$ cat src/rtl/mmm_sequencer.sv
// rtl/mmm_sequencer.sv - operand-side sequencer for the word-serial Montgomery kernel
//
// Accepts one (X, Y, M) job, runs dw kernel iterations feeding one X bit per
// iteration (LSB first), carries the partial sum S between iterations and
// finishes with a conditional subtraction to present X*Y*2^-dw mod M.
//
// Ports:
//   clk, rst                 clock, synchronous active-high reset
//   in_valid/in_ready        job handshake, operands X, Y, M (dw bits)
//   res/res_valid/res_ready  result handshake
//   busy                     job in flight, accept until result handshake
//   err                      sticky kernel-timeout flag
//   k_clr, k_en, k_xi        kernel clear, enable and current X bit
//   k_Y, k_M                 latched operands to the kernel
//   k_S0, k_S1, k_S2         partial-sum words, S = {S2,S1,S0}
//   k_S_new, k_done          kernel result and its valid strobe

module mmm_sequencer #(
    parameter int dw  = 6,
    parameter int w   = 3,
    parameter int tmo = 64
) (
    input  logic            clk,
    input  logic            rst,
    input  logic            in_valid,
    output logic            in_ready,
    input  logic [dw-1:0]   X,
    input  logic [dw-1:0]   Y,
    input  logic [dw-1:0]   M,
    output logic [dw-1:0]   res,
    output logic            res_valid,
    input  logic            res_ready,
    output logic            busy,
    output logic            err,
    output logic            k_clr,
    output logic            k_en,
    output logic            k_xi,
    output logic [dw-1:0]   k_Y,
    output logic [dw-1:0]   k_M,
    output logic [w-1:0]    k_S0,
    output logic [w-1:0]    k_S1,
    output logic [w-1:0]    k_S2,
    input  logic [3*w-1:0]  k_S_new,
    input  logic            k_done
);

    localparam int IW = $clog2(dw + 1);
    localparam int WW = $clog2(tmo + 1);

    typedef enum logic [2:0] {
        ST_IDLE,
        ST_CLR,
        ST_RUN,
        ST_FINAL,
        ST_OUT
    } state_t;

    state_t         r_state, w_state_nxt;
    logic [dw-1:0]  r_x, w_x_nxt;           // remaining X bits, shifted right per iteration
    logic [dw:0]    r_s, w_s_nxt;           // partial sum, always < 2M so dw+1 bits suffice
    logic [IW-1:0]  r_i, w_i_nxt;
    logic [WW-1:0]  r_wdog, w_wdog_nxt;
    logic           r_in_ready, w_in_ready_nxt;
    logic [dw-1:0]  r_res, w_res_nxt;
    logic           r_res_valid, w_res_valid_nxt;
    logic           r_busy, w_busy_nxt;
    logic           r_err, w_err_nxt;
    logic           r_k_clr, w_k_clr_nxt;
    logic           r_k_en, w_k_en_nxt;
    logic           r_k_xi, w_k_xi_nxt;
    logic [dw-1:0]  r_k_y, w_k_y_nxt;
    logic [dw-1:0]  r_k_m, w_k_m_nxt;
    logic [3*w-1:0] r_k_s, w_k_s_nxt;

    logic           w_ge;
    logic [dw:0]    w_diff;
    logic           w_unused;

    assign w_ge     = (r_s >= {1'b0, r_k_m});
    assign w_diff   = r_s - {1'b0, r_k_m};
    // Upper kernel-result bits are zero by construction and deliberately dropped.
    assign w_unused = ^(k_S_new >> (dw + 1));

    always_comb begin
        w_state_nxt     = r_state;
        w_x_nxt         = r_x;
        w_s_nxt         = r_s;
        w_i_nxt         = r_i;
        w_wdog_nxt      = r_wdog;
        w_in_ready_nxt  = r_in_ready;
        w_res_nxt       = r_res;
        w_res_valid_nxt = r_res_valid;
        w_busy_nxt      = r_busy;
        w_err_nxt       = r_err;
        w_k_clr_nxt     = r_k_clr;
        w_k_en_nxt      = r_k_en;
        w_k_xi_nxt      = r_k_xi;
        w_k_y_nxt       = r_k_y;
        w_k_m_nxt       = r_k_m;
        w_k_s_nxt       = r_k_s;

        // Outputs are registered, so each transition loads the values the
        // destination state must present during its first cycle.
        case (r_state)
            ST_IDLE: begin
                if (in_valid) begin
                    w_x_nxt        = X;
                    w_k_y_nxt      = Y;
                    w_k_m_nxt      = M;
                    w_s_nxt        = '0;
                    w_i_nxt        = '0;
                    w_err_nxt      = 1'b0;
                    w_busy_nxt     = 1'b1;
                    w_in_ready_nxt = 1'b0;
                    w_k_clr_nxt    = 1'b1;
                    w_k_xi_nxt     = X[0];
                    w_k_s_nxt      = '0;
                    w_state_nxt    = ST_CLR;
                end
            end
            ST_CLR: begin
                w_k_clr_nxt = 1'b0;
                w_k_en_nxt  = 1'b1;
                w_wdog_nxt  = '0;
                w_state_nxt = ST_RUN;
            end
            ST_RUN: begin
                if (k_done) begin
                    w_s_nxt    = k_S_new[dw:0];
                    w_i_nxt    = r_i + IW'(1);
                    w_x_nxt    = r_x >> 1;
                    w_k_en_nxt = 1'b0;
                    if (r_i == IW'(dw - 1)) begin
                        w_state_nxt = ST_FINAL;
                    end else begin
                        w_k_clr_nxt = 1'b1;
                        w_k_xi_nxt  = r_x[1];
                        w_k_s_nxt   = (3*w)'(k_S_new[dw:0]);
                        w_state_nxt = ST_CLR;
                    end
                end else if (r_wdog == WW'(tmo - 1)) begin
                    // tmo-th RUN cycle without k_done: abandon the job with a zero result.
                    w_err_nxt       = 1'b1;
                    w_res_nxt       = '0;
                    w_k_en_nxt      = 1'b0;
                    w_res_valid_nxt = 1'b1;
                    w_state_nxt     = ST_OUT;
                end else begin
                    w_wdog_nxt = r_wdog + WW'(1);
                end
            end
            ST_FINAL: begin
                w_res_nxt       = w_ge ? w_diff[dw-1:0] : r_s[dw-1:0];
                w_res_valid_nxt = 1'b1;
                w_state_nxt     = ST_OUT;
            end
            ST_OUT: begin
                if (res_ready) begin
                    w_res_valid_nxt = 1'b0;
                    w_busy_nxt      = 1'b0;
                    w_in_ready_nxt  = 1'b1;
                    w_state_nxt     = ST_IDLE;
                end
            end
            default: begin
                w_state_nxt = ST_IDLE;
            end
        endcase
    end

    always_ff @(posedge clk) begin
        if (rst) begin
            r_state     <= ST_IDLE;
            r_x         <= '0;
            r_s         <= '0;
            r_i         <= '0;
            r_wdog      <= '0;
            r_in_ready  <= 1'b1;
            r_res       <= '0;
            r_res_valid <= 1'b0;
            r_busy      <= 1'b0;
            r_err       <= 1'b0;
            r_k_clr     <= 1'b0;
            r_k_en      <= 1'b0;
            r_k_xi      <= 1'b0;
            r_k_y       <= '0;
            r_k_m       <= '0;
            r_k_s       <= '0;
        end else begin
            r_state     <= w_state_nxt;
            r_x         <= w_x_nxt;
            r_s         <= w_s_nxt;
            r_i         <= w_i_nxt;
            r_wdog      <= w_wdog_nxt;
            r_in_ready  <= w_in_ready_nxt;
            r_res       <= w_res_nxt;
            r_res_valid <= w_res_valid_nxt;
            r_busy      <= w_busy_nxt;
            r_err       <= w_err_nxt;
            r_k_clr     <= w_k_clr_nxt;
            r_k_en      <= w_k_en_nxt;
            r_k_xi      <= w_k_xi_nxt;
            r_k_y       <= w_k_y_nxt;
            r_k_m       <= w_k_m_nxt;
            r_k_s       <= w_k_s_nxt;
        end
    end

    assign in_ready  = r_in_ready;
    assign res       = r_res;
    assign res_valid = r_res_valid;
    assign busy      = r_busy;
    assign err       = r_err;
    assign k_clr     = r_k_clr;
    assign k_en      = r_k_en;
    assign k_xi      = r_k_xi;
    assign k_Y       = r_k_y;
    assign k_M       = r_k_m;
    assign k_S0      = r_k_s[w-1:0];
    assign k_S1      = r_k_s[2*w-1:w];
    assign k_S2      = r_k_s[3*w-1:2*w];

endmodule
$ cat config.mk
export PLATFORM = sky130hd
export DESIGN_NAME = mmm_sequencer
export DESIGN_NICKNAME = d
export VERILOG_FILES = /design/src/rtl/mmm_sequencer.sv
export SDC_FILE = /design/constraint.sdc
export NUM_CORES = 1
export LEC_CHECK = 0
export CAP_MARGIN = 30
export CORE_MARGIN = 5
export CORE_UTILIZATION = 44
export DETAILED_ROUTE_END_ITERATION = 10
export PLACE_DENSITY_LB_ADDON = 0.12
export SYNTH_ARGS = -nofsm -noshare
export SYNTH_HDL_FRONTEND = slang
export SYNTH_SLANG_ARGS = --single-unit
export TNS_END_PERCENT = 10
$ cat constraint.sdc
create_clock -name clk -period 1.6 [get_ports clk]
set_input_delay 0.24 -clock clk [delete_from_list [all_inputs] [get_ports clk]]
set_output_delay 0.24 -clock clk [all_outputs]
set_load 0.02 [all_outputs]
==> flow_summary.json <==
{
  "status": "finished, violations left",
  "cp.arrival_ps": 1880,
  "yosys.area.top_type": "dfxtp_1",
  "clock_latency_ps": 330,
  "clkPwrFrac": 0.386,
  "finalWirelength_mm": 6.73,
  "post-place-ws_ps": -266,
  "dp_cells": 475,
  "slew_violations": 0,
  "dp_hpwl_mm": 4.74,
  "p_int_w": 0.00273,
  "synth_top_cell_area_share": 0.438,
  "fin_skew_ps": 6.32,
  "ios": 66,
  "grt.total_usage": 0.185,
  "path_clk_slew_ps": 70,
  "grt_max_degree": 41,
  "fin_ws_ps": -47.0,
  "cp.required_ps": 1830,
  "hold_viol_final": 0,
  "synth.most_common_cell": "dfxtp_1",
  "max_stage_delay_ps": 420,
  "synthCells": 312,
  "seq_area_um2": 1160,
  "n_antenna_cell": 0,
  "cts-root-buf": "clkbuf_8",
  "multi_input_area_um2": 1490,
  "max_freq_mhz": 607,
  "yosys_register_bits": 57,
  "cts_hold_buffers": 0,
  "wl_met1_mm": 3.11,
  "synth_flop_cell": "dfxtp_1",
  "critPathCaptureType": "flop",
  "switching_share": 0.269,
  "async_flop_share": 0,
  "fin_cells": 493,
  "rsz0062_at_grt": "yes",
  "fp.dieArea_um2": 7570,
  "final_nets": 455,
  "min_path_type": "in2reg",
  "cts_tree": "built",
  "core_um2": 5850,
  "ys_top_cells_by_count": "dfxtp_1 (57), nand2_1 (54), a21oi_1 (40), nor2_1 (22), nand3_1 (19)",
  "grt_pass1_wl_mm": 11.0,
  "start_util": 0.446,
  "cp.buffers_inverters": 1,
  "vias_per_cell": 5.09,
  "wl_per_cell_um": 13.7,
  "synth_edf_count": 0,
  "share_seq_of_total_power": 0.410,
  "port_buffers": 61,
  "vias": 2510,
  "worstPathCellList": "inv_1 > ha_1 > or3_4 > a21o_1 > a32o_1",
  "synth_area_um2": 2610,
  "holdWs_ps": 238,
  "ant_nets": 0,
  "drtPass1Iterations": 4,
  "leakage_nw": 1.52,
  "drc": 0,
  "area_growth_pct": 51.9,
  "cts_sinks": 57,
  "fin_crit_sh": 1.03,
  "post-route-min-period_ps": 1650,
  "setup_violations": 6,
  "wl_met2_mm": 3.13,
  "ir_drop_uv": 582,
  "fin_util": 0.677,
  "die-width_um": 87.0,
  "maxCapViolations": 0,
  "critPathKind": "reg2reg",
  "n_fill_cell": 486,
  "synth_cell_types": 47,
  "cts_buffers": 9,
  "die_h_um": 87.0,
  "violations": "negative setup slack",
  "maxUsedRoutingLayer": "met4",
  "fin_tns_setup_ps": -182,
  "gp_congestion": 0.845,
  "overflow": 0,
  "drt_iter0_drc": 90,
  "placementRows": 28,
  "critPathMaxFanout": 5,
  "synthTopCellsByArea": "dfxtp_1 (44%), nand2_1 (7.8%), a21oi_1 (7.7%)",
  "cpLargestDelayFamily": "compound AO/OA/AOI/OAI gates",
  "slowest_stage": "or3_4",
  "powerDensity_nw_per_um2": 943,
  "pwr-share-comb": 0.204,
  "antenna_found_initial": 0,
  "routed-wl-met3_um": 343,
  "p_sw_w": 0.00101,
  "grt_pass1_vias": 2423,
  "r2r_slack_ps": -50,
  "cts_buffer_depth": 2,
  "ys_seq_area_frac": 0.438,
  "htreeDepth": 3,
  "syn-mean-instance-area_um2": 8.36,
  "ys_warn_count": 0,
  "cp-start-kind": "flop",
  "drive_above_1_share": 0.246
}
flip-flops by register name, summed over array words and instances, names as in the netlist:
name,cells
in_ready,1
res,6
k_clr,1
r_state,3
res_valid,1
k_Y,6
busy,1
k_M,6
r_x,5
r_k_s,7
err,1
r_wdog,7
k_en,1
k_xi,1
r_s,7
r_i,3
worst paths after layout:
check | startpoint | cells past startpoint | to
max reg2reg | k_M[5]$_SDFFE_PP0P_ | 5 | res[0]$_SDFFE_PP0P_
max | k_M[5]$_SDFFE_PP0P_ | 5 | res[0]$_SDFFE_PP0P_
min | rst | 2 | k_M[0]$_SDFFE_PP0P_
min reg2reg | k_Y[0]$_SDFFE_PP0P_ | 2 | k_Y[0]$_SDFFE_PP0P_
layout make-up:
class / instances / share of cell area
Multi-Input combinational cell: 225 / 0.375
Inverter: 13 / 0.0123
Tap cell: 75 / 0.0237
Clock buffer: 9 / 0.0313
Sequential cell: 57 / 0.293
Clock inverter: 7 / 0.0215
Timing Repair Buffer: 107 / 0.243
per-layer routing:
layer | vias to the layer above | global-route usage
li1 | 1281 | -
met1 | 1160 | 0.236
met2 | 57 | 0.289
met3 | 12 | 0.0435
met4 | 0 | 0.0963
met5 | - | 0
power groups by stage:
| stage | sequential (W) | clock, W | combinational, W |
|---|---|---|---|
| floorplan | 0.00161 | 0 | 0.000358 |
| global placement | 0.00156 | 0 | 0.000708 |
| detailed placement | 0.00156 | 0 | 0.000719 |
| CTS | 0.00153 | 0.00146 | 0.000736 |
| global route | 0.00154 | 0.00152 | 0.000835 |
| finish | 0.00153 | 0.00144 | 0.000762 |
through the flow:
| stage | total power, W | instance area (um^2) |
|---|---|---|
| finish | 0.00373 | 3960 |
| global route | 0.00390 | 3960 |
| CTS | 0.00373 | 3870 |
| detailed placement | 0.00228 | 3610 |
| global placement | 0.00227 | 3610 |
| floorplan | 0.00196 | 2670 |
worst register-to-register path, stage by stage, from the launching register on:
cell     delay (ps)
dfxtp_4         340
inv_1            40
ha_1            320
or3_4           420
a21o_1          200
a32o_1          230
logic make-up (layout without fill, tap and decap cells):
logic type      count (synthesis)  after routing  share of synthesized area
simple gates                  127            127                      0.226
flops                          57             57                      0.438
buf+inv                        31            136                     0.0581
compound gates                 72             72                      0.177
mux                             5              5                     0.0192
xor+xnor                        9              9                     0.0302
other cells                     1              2                    0.00144
fa+ha+maj                      10             10                     0.0509
cell usage in the layout, fill, tap and decap left out, types with 7 or more instances in the layout:
master	instances
nor2_1	22
nand2_1	54
a21oi_1	36
inv_1	10
xnor2_1	7
dfxtp_2	7
dfxtp_1	47
nor3_1	7
clkdlybuf4s50_1	55
nand3_1	17
buf_4	45
clkbuf_8	9
timing repair:
| action | CTS | global route |
|---|---|---|
| pin swaps | 6 | 7 |
| gates resized for setup | 14 | 16 |
| endpoints found under the setup margin | 16 | 22 |
| buffers inserted | 2 | 0 |
(Power assumes the default switching activity.)
